[src/rtl/wdg_pkg.sv]
// rtl/wdg_pkg.sv - shared watchdog state encoding
package wdg_pkg;

  localparam int STATE_W = 2;

  typedef enum logic [STATE_W-1:0] {
    ST_IDLE = 2'd0,
    ST_RUN  = 2'd1,
    ST_S1TO = 2'd2,
    ST_S2TO = 2'd3
  } wdg_state_e;

  // Prescaler runs only while a stage timer is counting
  function automatic logic is_counting(input wdg_state_e s);
    return (s == ST_RUN) || (s == ST_S1TO);
  endfunction

endpackage

[src/rtl/wdg_presc.sv]
// rtl/wdg_presc.sv - free-running prescaler producing one-cycle ticks
module wdg_presc #(
  parameter int PRESC_WIDTH = 20,
  parameter int TICK_BIT    = 2
) (
  input  logic clk,
  input  logic res,
  input  logic i_clr,
  input  logic i_run,
  output logic o_tick
);

  logic [PRESC_WIDTH-1:0] r_presc;

  always_ff @(posedge clk or posedge res) begin
    if (res) begin
      r_presc <= '0;
    end else if (i_clr || !i_run) begin
      r_presc <= '0;
    end else begin
      r_presc <= r_presc + PRESC_WIDTH'(1);
    end
  end

  assign o_tick = i_run && (&r_presc[TICK_BIT:0]);

endmodule

[src/rtl/wdg_win_core.sv]
// rtl/wdg_win_core.sv - windowed two-stage watchdog FSM and down-counter
module wdg_win_core
  import wdg_pkg::*;
#(
  parameter int CNT_WIDTH   = 16,
  parameter int PRESC_WIDTH = 20,
  parameter int TICK_BIT    = 2
) (
  input  logic                 clk,
  input  logic                 res,
  input  logic                 i_en,
  input  logic                 i_win_mode,
  input  logic [CNT_WIDTH-1:0] i_timeout,
  input  logic [CNT_WIDTH-1:0] i_window,
  input  logic                 i_kick,
  input  logic                 i_clr_s1,
  input  logic                 i_clr_s2,
  output logic                 o_irq1,
  output logic                 o_irq2,
  output logic                 o_early,
  output logic [CNT_WIDTH-1:0] o_cnt,
  output logic [STATE_W-1:0]   o_state,
  output logic                 o_tick
);

  wdg_state_e           r_state;
  logic [CNT_WIDTH-1:0] r_cnt;
  logic                 r_irq1;
  logic                 r_irq2;
  logic                 r_early;

  logic                 w_tick;
  logic                 w_expire;
  logic                 w_early;
  logic                 w_presc_clr;
  logic [CNT_WIDTH-1:0] w_reload;

  assign w_reload = (i_timeout == '0) ? CNT_WIDTH'(1) : i_timeout;
  assign w_expire = w_tick && (r_cnt == '0);
  assign w_early  = i_kick && i_win_mode && (r_cnt > i_window);

  // Prescaler restarts on every reload and on every exit from a counting state
  always_comb begin
    w_presc_clr = 1'b1;
    case (r_state)
      ST_RUN:  w_presc_clr = !i_en || i_kick || w_expire;
      ST_S1TO: w_presc_clr = !i_en || i_kick || i_clr_s1 || w_expire;
      default: w_presc_clr = 1'b1;
    endcase
  end

  wdg_presc #(
    .PRESC_WIDTH (PRESC_WIDTH),
    .TICK_BIT    (TICK_BIT)
  ) u_presc (
    .clk    (clk),
    .res    (res),
    .i_clr  (w_presc_clr),
    .i_run  (is_counting(r_state)),
    .o_tick (w_tick)
  );

  always_ff @(posedge clk or posedge res) begin
    if (res) begin
      r_state <= ST_IDLE;
      r_cnt   <= '0;
      r_irq1  <= 1'b0;
      r_irq2  <= 1'b0;
      r_early <= 1'b0;
    end else begin
      case (r_state)
        ST_IDLE: begin
          if (i_en) begin
            r_state <= ST_RUN;
            r_cnt   <= w_reload;
          end
        end
        ST_RUN: begin
          if (!i_en) begin
            r_state <= ST_IDLE;
            r_cnt   <= '0;
          end else if (w_early) begin
            r_state <= ST_S1TO;
            r_cnt   <= w_reload;
            r_irq1  <= 1'b1;
            r_early <= 1'b1;
          end else if (i_kick) begin
            r_cnt   <= w_reload;
          end else if (w_expire) begin
            r_state <= ST_S1TO;
            r_cnt   <= w_reload;
            r_irq1  <= 1'b1;
          end else if (w_tick) begin
            r_cnt   <= r_cnt - CNT_WIDTH'(1);
          end
        end
        ST_S1TO: begin
          // No window check here: any kick services the stage-1 timeout
          if (!i_en) begin
            r_state <= ST_IDLE;
            r_cnt   <= '0;
            r_irq1  <= 1'b0;
          end else if (i_clr_s1 || i_kick) begin
            r_state <= ST_RUN;
            r_cnt   <= w_reload;
            r_irq1  <= 1'b0;
            r_early <= 1'b0;
          end else if (w_expire) begin
            r_state <= ST_S2TO;
            r_irq2  <= 1'b1;
          end else if (w_tick) begin
            r_cnt   <= r_cnt - CNT_WIDTH'(1);
          end
        end
        default: begin
          if (i_clr_s2) begin
            r_irq1  <= 1'b0;
            r_irq2  <= 1'b0;
            r_early <= 1'b0;
            if (i_en) begin
              r_state <= ST_RUN;
              r_cnt   <= w_reload;
            end else begin
              r_state <= ST_IDLE;
              r_cnt   <= '0;
            end
          end
        end
      endcase
    end
  end

  assign o_irq1  = r_irq1;
  assign o_irq2  = r_irq2;
  assign o_early = r_early;
  assign o_cnt   = r_cnt;
  assign o_state = r_state;
  assign o_tick  = w_tick;

endmodule

[config.mk]
export PLATFORM = sky130hd
export DESIGN_NAME = wdg_win_core
export DESIGN_NICKNAME = d
export VERILOG_FILES = /design/src/rtl/wdg_pkg.sv /design/src/rtl/wdg_presc.sv /design/src/rtl/wdg_win_core.sv
export SDC_FILE = /design/constraint.sdc
export NUM_CORES = 1
export LEC_CHECK = 0
export ABC_AREA = 1
export CORE_MARGIN = 4
export CORE_UTILIZATION = 60
export DETAILED_ROUTE_END_ITERATION = 10
export DONT_BUFFER_PORTS = 1
export PLACE_DENSITY_LB_ADDON = 0.08
export RECOVER_POWER = 50
export SLEW_MARGIN = 20
export SYNTH_ARGS = -nofsm -noshare
export SYNTH_HDL_FRONTEND = slang
export SYNTH_SLANG_ARGS = --single-unit
[constraint.sdc]
create_clock -name clk -period 2.4 [get_ports clk]
set_clock_uncertainty 0.1 [all_clocks]
set_input_delay 0.36 -clock clk [delete_from_list [all_inputs] [get_ports clk]]
set_output_delay 0.36 -clock clk [all_outputs]
set_load 0.01 [all_outputs]
# == After elaboration in Yosys (flattened, before gate mapping) ==
# Cells that the tools add are included.
# Widths: inputs -> output; s select.
# totals
regBits,41
elab_cells,94
output_inout_bits,22
# op_classes
mux,41
order_cmp,1
add_sub_neg,2
bitwise_logic,2
eq_ne,16
n_reduce_logical,26
# ops
cell,count
$mux 16,12
$pmux 16 s3,1
$logic_not 16->1,2
$add 20x1->20 const B,1
$mux 20,1
$mux 2,9
$gt 16x16->1,1
$sub 16x1->16 const B,1
$mux 1,13
$ne 2x2->1 const B,6
$reduce_and 6->1,2
$reduce_and 5->1,2
$ne 4x3->1 const B,2
$ne 4x4->1 const B,2
$logic_or 1x1->1,7
$ne 3x3->1 const B,2
$pmux 1 s3,2
$pmux 2 s3,1
$reduce_and 3->1,2
$logic_and 1x1->1,4
$pmux 1 s2,2
$reduce_bool 4->1,1
$ne 3x2->1 const B,1
$reduce_bool 3->1,1
other kinds (8),10

# == Depth between registers and ports, before layout ==
# Gate-level depths: netlist (run 1).
# logic_depth
word_depth,9
mapped_depth,15
depth_no_buf,15

# == Modules after synthesis ==
# From an unflattened synthesis (run 1), not the netlist that was laid out.
# hier_totals
hier_cells,377
area_unflattened_um2,2456.1
# modules_own_cells
mod,cells_per_inst,seq_area_each_um2,instances,area_each_um2
wdg_win_core,362,525.5,1,2318.5
wdg_presc,15,75.1,1,137.6

# == Least setup slack after synthesis (run 1) ==
# Ideal clock, no wire load.
# synth_path
path_type,reg-to-reg
startpoint,"register r_state[1], in the netlist o_state[1]"
endpoint,"register r_cnt[15], in the netlist o_cnt[15]"
path_buffers,1
period_less_slack_ns,2.146
slack_ns,0.254
arrival_time_ns,1.922
path_stages_with_launch,13
path_cell_list,dfrtp_1 > inv_1 > ha_1 > nand2_4 > nor2_8 > nand4_4 > nor2_4 > nand3_2 > nand3_1 > nand2_1 > buf_2 > a21oi_1 > a21oi_1
# synth_via
elab_chain_cells,9
word_cells_on_any_way,19
cone_classes,4 x eq/ne; 9 x mux; 6 x reduce/logical
# synth_rtl
element,line,source
"start, declared",wdg_win_core.sv:26,wdg_state_e r_state;
"start signal, assigned",wdg_win_core.sv:65,r_state <= ST_IDLE;
"start signal, assigned",wdg_win_core.sv:74,r_state <= ST_RUN;
"start signal, assigned",wdg_win_core.sv:80,r_state <= ST_IDLE;
$eq 2x1->1 / $eq 2x2->1 (equally long branches),"wdg_pkg.sv:15, wdg_win_core.sv:71",
$logic_or 1x1->1,wdg_pkg.sv:15,return (s == ST_RUN) || (s == ST_S1TO);
$logic_and 1x1->1,wdg_presc.sv:25,assign o_tick = i_run && (&r_presc[TICK_BIT:0]);
$mux 16 / $logic_and 1x1->1 (equally long branches),-,
$mux 16,wdg_win_core.sv:89,end else if (w_expire) begin
$mux 16,wdg_win_core.sv:87,end else if (i_kick) begin
$mux 16,wdg_win_core.sv:82,end else if (w_early) begin
$mux 16,wdg_win_core.sv:79,if (!i_en) begin
$pmux 16 s3,wdg_win_core.sv:71,case (r_state)
"end signal, assigned",wdg_win_core.sv:75,r_cnt <= w_reload;
"end signal, assigned",wdg_win_core.sv:84,r_cnt <= w_reload;
"end signal, assigned",wdg_win_core.sv:88,r_cnt <= w_reload;
"end, declared",wdg_win_core.sv:27,logic [CNT_WIDTH-1:0] r_cnt;
# Several ways; a longest one is shown, not always the timed one. The select of a mux whose other input is x is not followed.
# A chain may end at the register's enable or synchronous reset.

# == Worst setup path after layout (run 1) ==
# layout_path
startpoint,"register r_state[1], in the netlist o_state[1]"
endpoint,"register r_cnt[12], in the netlist o_cnt[12]"
# The elaborated chain is that of the path after synthesis.

==> results_dict.tcl, run 1 <==
set metrics [dict create \
    h-tree-depth 1 \
    crit_path_max_fanout 11 \
    power_density_mw_per_mm2 1150 \
    critical_path_cell_by_cell "inv_1 -> ha_1 -> nand2_4 -> nor2_8 -> nand4_4 -> nor2_4 -> nand3_2 -> nand3_1 -> nand2_2 -> inv_1 -> o21ai_0 -> nand2_1 -> nand2_1" \
    design.die.area_mm2 0.00558 \
    hold_ws_ns 0.147 \
    number_of_iterations_in_the_first_detailed_routing_pass 5 \
    drt_drc_violations_left 0 \
    internal_reg_to_reg_setup_slack_ns 0.20 \
    setup_viol_count_final 0 \
    crit-reg2reg-launch "o_state[1]" \
    clock_sinks 24 \
    worst_setup_hold_path_clk_slew_ns 0.09 \
    count_of_nets_after_finishing 500 \
    post-route-period-util_pct 91.7 \
    result_of_the_run "completed" \
    period_minus_slack_ns 2.20 \
    comb_power_share_pct 64.4 \
    std_cell_rows 23 \
    critical_path.max_stage_delay_ns 0.35 \
    netlist.area_leader.share_pct 22.5 \
    worstHoldPathCells 2 \
    postSynthRegisterBits 24 \
    place.gp.congestion 0.900 \
    total_via_count_after_detailed_routing 2876 \
    placed_cells 480 \
    detailedPlace.worstSlack_ns 0.141 \
    clock_path_buffers 2 \
    synth.largest_area_cell "dfrtp_1" \
    clock_latency_ns 0.27 \
    ir_drop_uv 638 \
    critPathCaptureType "register" \
    drt_first_iter_violations 163 \
    detail_route.wl_per_cell_um 15.0 \
    worstMarginPinSlew_ns 1.33 \
    power.share.switching_pct 53.6 \
    dp_hpwl_um 5830 \
    area_of_all_placed_cells_without_fillers_mm2 0.00287 \
    postSynthNetCount 486 \
    critical_path_class "register to register" \
    drive_gt1_share_pct 8.92 \
    worstRegToRegCells 13 \
    grt_start_max_net_pins 25 \
    max_cap_viol_count 0 \
    seq_power_share_pct 27.2 \
    die-height_um 74.7 \
    routed_wirelength_um 7290 \
    cts_tree "built" \
    overflow_after_grt 0 \
    intPower_mw 1.53 \
    crit_required_ns 2.46 \
    n_fill_cell 396 \
    antenna_found_initial 0 \
    finalNonFillerCells 487 \
    syn2layout_area_growth_pct 7.40 \
    io_buffers 0 \
    ys_seq_area_share_pct 22.5 \
    syn_avg_cell_area_um2 6.30 \
    clk_root_buffer_cell "clkbuf_8" \
    synth_cell_types 34 \
    grt_pass1_wl_um 12400 \
    fmax_ghz 0.455 \
    clockPowerShare_pct 8.4 \
    yosys_warnings 0 \
    detail_route.vias_per_cell 5.91 \
    io-pin-count 61 \
    grtUsageTotal_pct 28.5 \
    switchingPower_mw 1.77 \
    ant_nets 0 \
    detailed_place.area_mm2 0.00278 \
    initial_utilization_pct 64.4 \
    synth_area_leaders "dfrtp_1 (22%), nand2_1 (16%), ha_1 (11%)" \
    coreArea_mm2 0.00414 \
    critical_path.top_delay_family "simple AND/OR/NAND/NOR gates" \
    total_leakage_power_nw 1.53 \
    syn-instance-count 424 \
    multiInputGateArea_mm2 0.00178 \
    final_hold_viol_count 0 \
    slowest_stage "dfrtp_1" \
    cp.arrival_ns 2.26 \
    post-route-worst-setup-slack_ns 0.200 \
    hold_path_startpoint "i_timeout[2]" \
    timing.critical_path.from_type "register" \
    antenna-diode-count 0 \
    final_core_utilization_pct 69.2 \
    cp.buffers_inverters 2 \
    syn_area_mm2 0.00267 \
    crit-reg2reg-capture "o_cnt[12]" \
    die_w_um 74.7 \
    slew_viol_final 0 \
    max-slew-margin-rel_pct 11.3 \
    whs_endpoint "o_cnt[2]" \
    final-seq-area_um2 601 \
    cts_buffers 3 \
    grt_pass1_vias 2680 \
    worst_hold_path_type "input port to register" \
]
## flip-flops by register name (all words and copies together) (netlist names)
name,cells
o_irq1,1
o_cnt,16
o_state,2
o_irq2,1
u_presc.r_presc,3
o_early,1
## what timing repair did
item	CTS	global route
setup endpoints to repair	0	12
hold endpoints to repair	24	0
hold buffers	1	0
setup buffers	0	2
gates resized for setup	0	3
## power groups by stage
| stage | clock (mW) | combinational [mW] | sequential [mW] |
|---|---|---|---|
| global route | 0.302 | 2.44 | 0.933 |
| global placement | 0 | 2.02 | 0.903 |
| CTS | 0.284 | 2.08 | 0.896 |
| finish | 0.277 | 2.12 | 0.898 |
| floorplan | 0 | 1.52 | 0.919 |
| detailed placement | 0 | 2.06 | 0.906 |
## synthesized netlist by cell type
library cell  instances
nand2_1             111
inv_1                59
nor2_1               47
a21oi_1              44
nand3_1              31
dfrtp_1              24
ha_1                 23
o21ai_0              22
a31oi_1               7
nand4_1               7
nor3_1                6
clkbuf_1              4
nand2_4               4
nor2_4                4
buf_6                 3
xor2_1                3
a22oi_1               2
buf_2                 2
inv_2                 2
nand2_2               2
nor2_2                2
nor4_1                2
o21bai_1              2
a211oi_1              1
buf_8                 1
clkinv_1              1
nand3_2               1
nand4_4               1
nor2_8                1
o211ai_1              1
o21a_1                1
o21ai_1               1
o31ai_1               1
xnor2_1               1
## per-stage QoR
step	power (mW)	setup TNS, ns
2_1_floorplan	2.44	0
3_3_place_gp	2.93	0
3_5_place_dp	2.97	0
4_1_cts	3.26	0
5_1_grt	3.68	-0.00538
6_report	3.30	0
## final cells by class
class / count / area share [%]
well taps: 50 / 2.18
multi-input cells: 328 / 61.9
clock buffers: 4 / 1.92
inverters: 62 / 8.12
flip-flops and latches: 24 / 20.9
repair buffers: 19 / 4.93
## per-layer routing
metal | up-vias | global-route usage [%] | wire, um
met4 | 0 | 10.1 | 165
met2 | 137 | 48.5 | 3500
met3 | 17 | 4.54 | 558
met1 | 1308 | 36.8 | 3070
met5 | - | 0 | 0
li1 | 1414 | - | -
## placed cells by master, fill, tap and decap left out, types with 2 or more instances in the layout
cell | synthesis | routed
inv_2 | 2 | 2
nor2_4 | 4 | 5
nor2_1 | 47 | 47
o21bai_1 | 2 | 2
a31oi_1 | 7 | 7
xor2_1 | 3 | 3
a21oi_1 | 44 | 44
clkbuf_8 | 0 | 4
ha_1 | 23 | 23
o21ai_0 | 22 | 22
a22oi_1 | 2 | 2
nand2_4 | 4 | 5
dfrtp_1 | 24 | 24
nor3_1 | 6 | 6
nand2_1 | 111 | 110
inv_1 | 59 | 59
nand3_1 | 31 | 31
nor4_1 | 2 | 2
buf_4 | 0 | 17
nand4_1 | 7 | 7
nand2_2 | 2 | 2
## how the worst max path moves through the flow
stage / startpoint / end / cells after the start
floorplan: o_state[1] / o_cnt[15] / 12
CTS: o_state[0] / o_cnt[9] / 13
finish: o_state[1] / o_cnt[12] / 13
global route: o_state[1] / o_cnt[12] / 13
detailed placement: o_state[0] / o_cnt[9] / 13
global placement: o_state[0] / o_cnt[10] / 13
## logic make-up after synthesis
group / Yosys count / synth area share (%)
AO/OA/AOI/OAI: 82 / 16.4
XOR/XNOR: 4 / 1.31
adder cells (fa/ha/maj): 23 / 10.8
buffers and inverters: 72 / 11.5
flip-flops: 24 / 22.5
AND/OR/NAND/NOR: 219 / 37.5
## worst reg2reg max path, delay by kind of cell (launching register included)
| kind | cells | cell delay (ns) |
|---|---|---|
| adders and majority gates | 1 | 0.34 |
| and+or+nand+nor | 9 | 1.05 |
| AOI/OAI and AO/OA | 1 | 0.09 |
| DFF | 1 | 0.35 |
| buffers and inverters | 2 | 0.16 |
Note: power is estimated with default switching activity, not from simulation.
==> run 2: changes to the inputs <==
==> constraint.sdc (replaced) <==
create_clock -name clk -period 2.4 [get_ports clk]
set_clock_uncertainty 0.1 [all_clocks]
set_input_delay 0.36 -clock clk [delete_from_list [all_inputs] [get_ports clk]]
set_output_delay 0.36 -clock clk [all_outputs]
set_load 0.05 [all_outputs]
==> run 2 against run 1 <==
Effect of this change:
- non-clock buffer count is 9 higher
- fmax is 0.17% lower
- clock-buffer cell count is 1 lower
- critical path depth is 5 lower
==> results_dict.tcl, run 2 (same netlist as run 1, synthesis figures left out) <==
set metrics [dict create \
    n_fill_cell 396 \
    cts_buffers 3 \
    worst_setup_hold_path_clk_slew_ns 0.09 \
    h-tree-depth 1 \
    setup_viol_count_final 0 \
    period_minus_slack_ns 2.20 \
    coreArea_mm2 0.00414 \
    antenna-diode-count 0 \
    post-route-period-util_pct 91.8 \
    placed_cells 489 \
    clock_latency_ns 0.27 \
    hold_path_startpoint "i_timeout[6]" \
    final_common_cell "nand2_1" \
    total_via_count_after_detailed_routing 2888 \
    io-pin-count 61 \
    ir_drop_uv 692 \
    drt_drc_violations_left 0 \
    most-common-layout-cells "nand2_1 (110), inv_1 (58), nor2_1 (47)" \
    io_buffers 0 \
    result_of_the_run "completed" \
    drive_gt1_share_pct 10.3 \
    grtUsageTotal_pct 28.4 \
    critPathCaptureType "register" \
    worst_hold_path_type "input port to register" \
    detail_route.vias_per_cell 5.82 \
    design.die.area_mm2 0.00558 \
    detail_route.wl_per_cell_um 15.1 \
    clk_root_buffer_cell "clkbuf_8" \
    worst_setup_path_endpoint "o_cnt[7]" \
    ant_nets 0 \
    die-height_um 74.7 \
    clock_path_buffers 2 \
    number_of_iterations_in_the_first_detailed_routing_pass 5 \
    worstRegToRegCells 8 \
    worstMarginPinSlew_ns 0.882 \
    finalNonFillerCells 496 \
    crit_required_ns 2.49 \
    drt_first_iter_violations 221 \
    cts_tree "built" \
    power_density_mw_per_mm2 1360 \
    die_w_um 74.7 \
    cp.arrival_ns 2.30 \
    clock_sinks 24 \
    count_of_nets_after_finishing 509 \
    fmax_ghz 0.454 \
    timing.critical_path.from_type "register" \
    crit_path_max_fanout 9 \
    overflow_after_grt 0 \
    total_leakage_power_nw 1.55 \
    internal_reg_to_reg_setup_slack_ns 0.20 \
    critical_path.startpoint "o_state[0]" \
    crit-reg2reg-capture "o_cnt[7]" \
    dp_hpwl_um 6180 \
    detailedPlace.worstSlack_ns 0.103 \
    critical_path_class "register to register" \
    fin_setup_tns_ns 0 \
    post-route-worst-setup-slack_ns 0.196 \
    final_hold_viol_count 0 \
    grt_pass1_wl_um 12200 \
    syn2layout_area_growth_pct 10.1 \
    crit-reg2reg-launch "o_state[0]" \
    place.gp.congestion 0.956 \
    grt_start_max_net_pins 17 \
    max_cap_viol_count 0 \
    setup_repair_after_global_routing_missed_its_margin "no" \
    final-seq-area_um2 603 \
    multiInputGateArea_mm2 0.00178 \
    final_core_utilization_pct 70.9 \
    routed_wirelength_um 7480 \
    slew_viol_final 0 \
    largest_register_ff_count 16 \
    max-slew-margin-rel_pct 41.2 \
    grt_pass1_vias 2642 \
    antenna_found_initial 0 \
    std_cell_rows 23 \
    report.power.total_mw 4.00 \
    initial_utilization_pct 64.4 \
]
run 2: how the worst min path moves through the flow:
stage                      to  cells after the start
floorplan            o_cnt[0]                      1
global placement     o_cnt[3]                      1
detailed placement   o_cnt[3]                      1
CTS                  o_cnt[6]                      2
global route        o_cnt[15]                      2
finish               o_cnt[6]                      2
run 2: stage by stage:
| stage | cell area [um2] | hold slack (ns) |
|---|---|---|
| finish | 2940 | 0.149 |
| global placement | 2850 | 0.258 |
| floorplan | 2680 | 0.274 |
| global route | 2940 | 0.154 |
| CTS | 2930 | 0.145 |
| detailed placement | 2850 | 0.275 |
run 2: metal layers:
layer	vias to the layer above	track usage [%]	share of wire, %
li1	1429	-	-
met4	0	10.7	3.1
met2	155	46.2	47
met3	26	5.21	9.3
met1	1278	37.7	41
met5	-	0	0
run 2: critical path, cell delays in order, from the launching register on:
cell	delay, ns
dfrtp_2	0.41
buf_4	0.20
ha_1	0.33
o31ai_1	0.34
o21ai_0	0.21
nand2_4	0.12
buf_4	0.17
a21oi_1	0.06
a31oi_1	0.19
run 2: what timing repair did:
action,4_1_cts,5_1_grt
hold buffers,1,0
resized for setup,0,4
hold endpoints to repair,15,0
buffers inserted,0,2
endpoints found under the setup margin,0,12
run 2: where the power goes:
group          internal, mW  total (mW)  switching, mW
logic                 0.858        2.75           1.90
registers             0.590       0.885          0.295
clock network         0.223       0.364          0.141
run 2: final cells by class:
class,count,area share (%)
Multi-Input combinational cell,328,60.4
Sequential cell,24,20.5
Inverter,62,8.05
Timing Repair Buffer,28,6.47
Tap cell,50,2.13
Clock buffer,3,1.40
Clock inverter,1,1.02
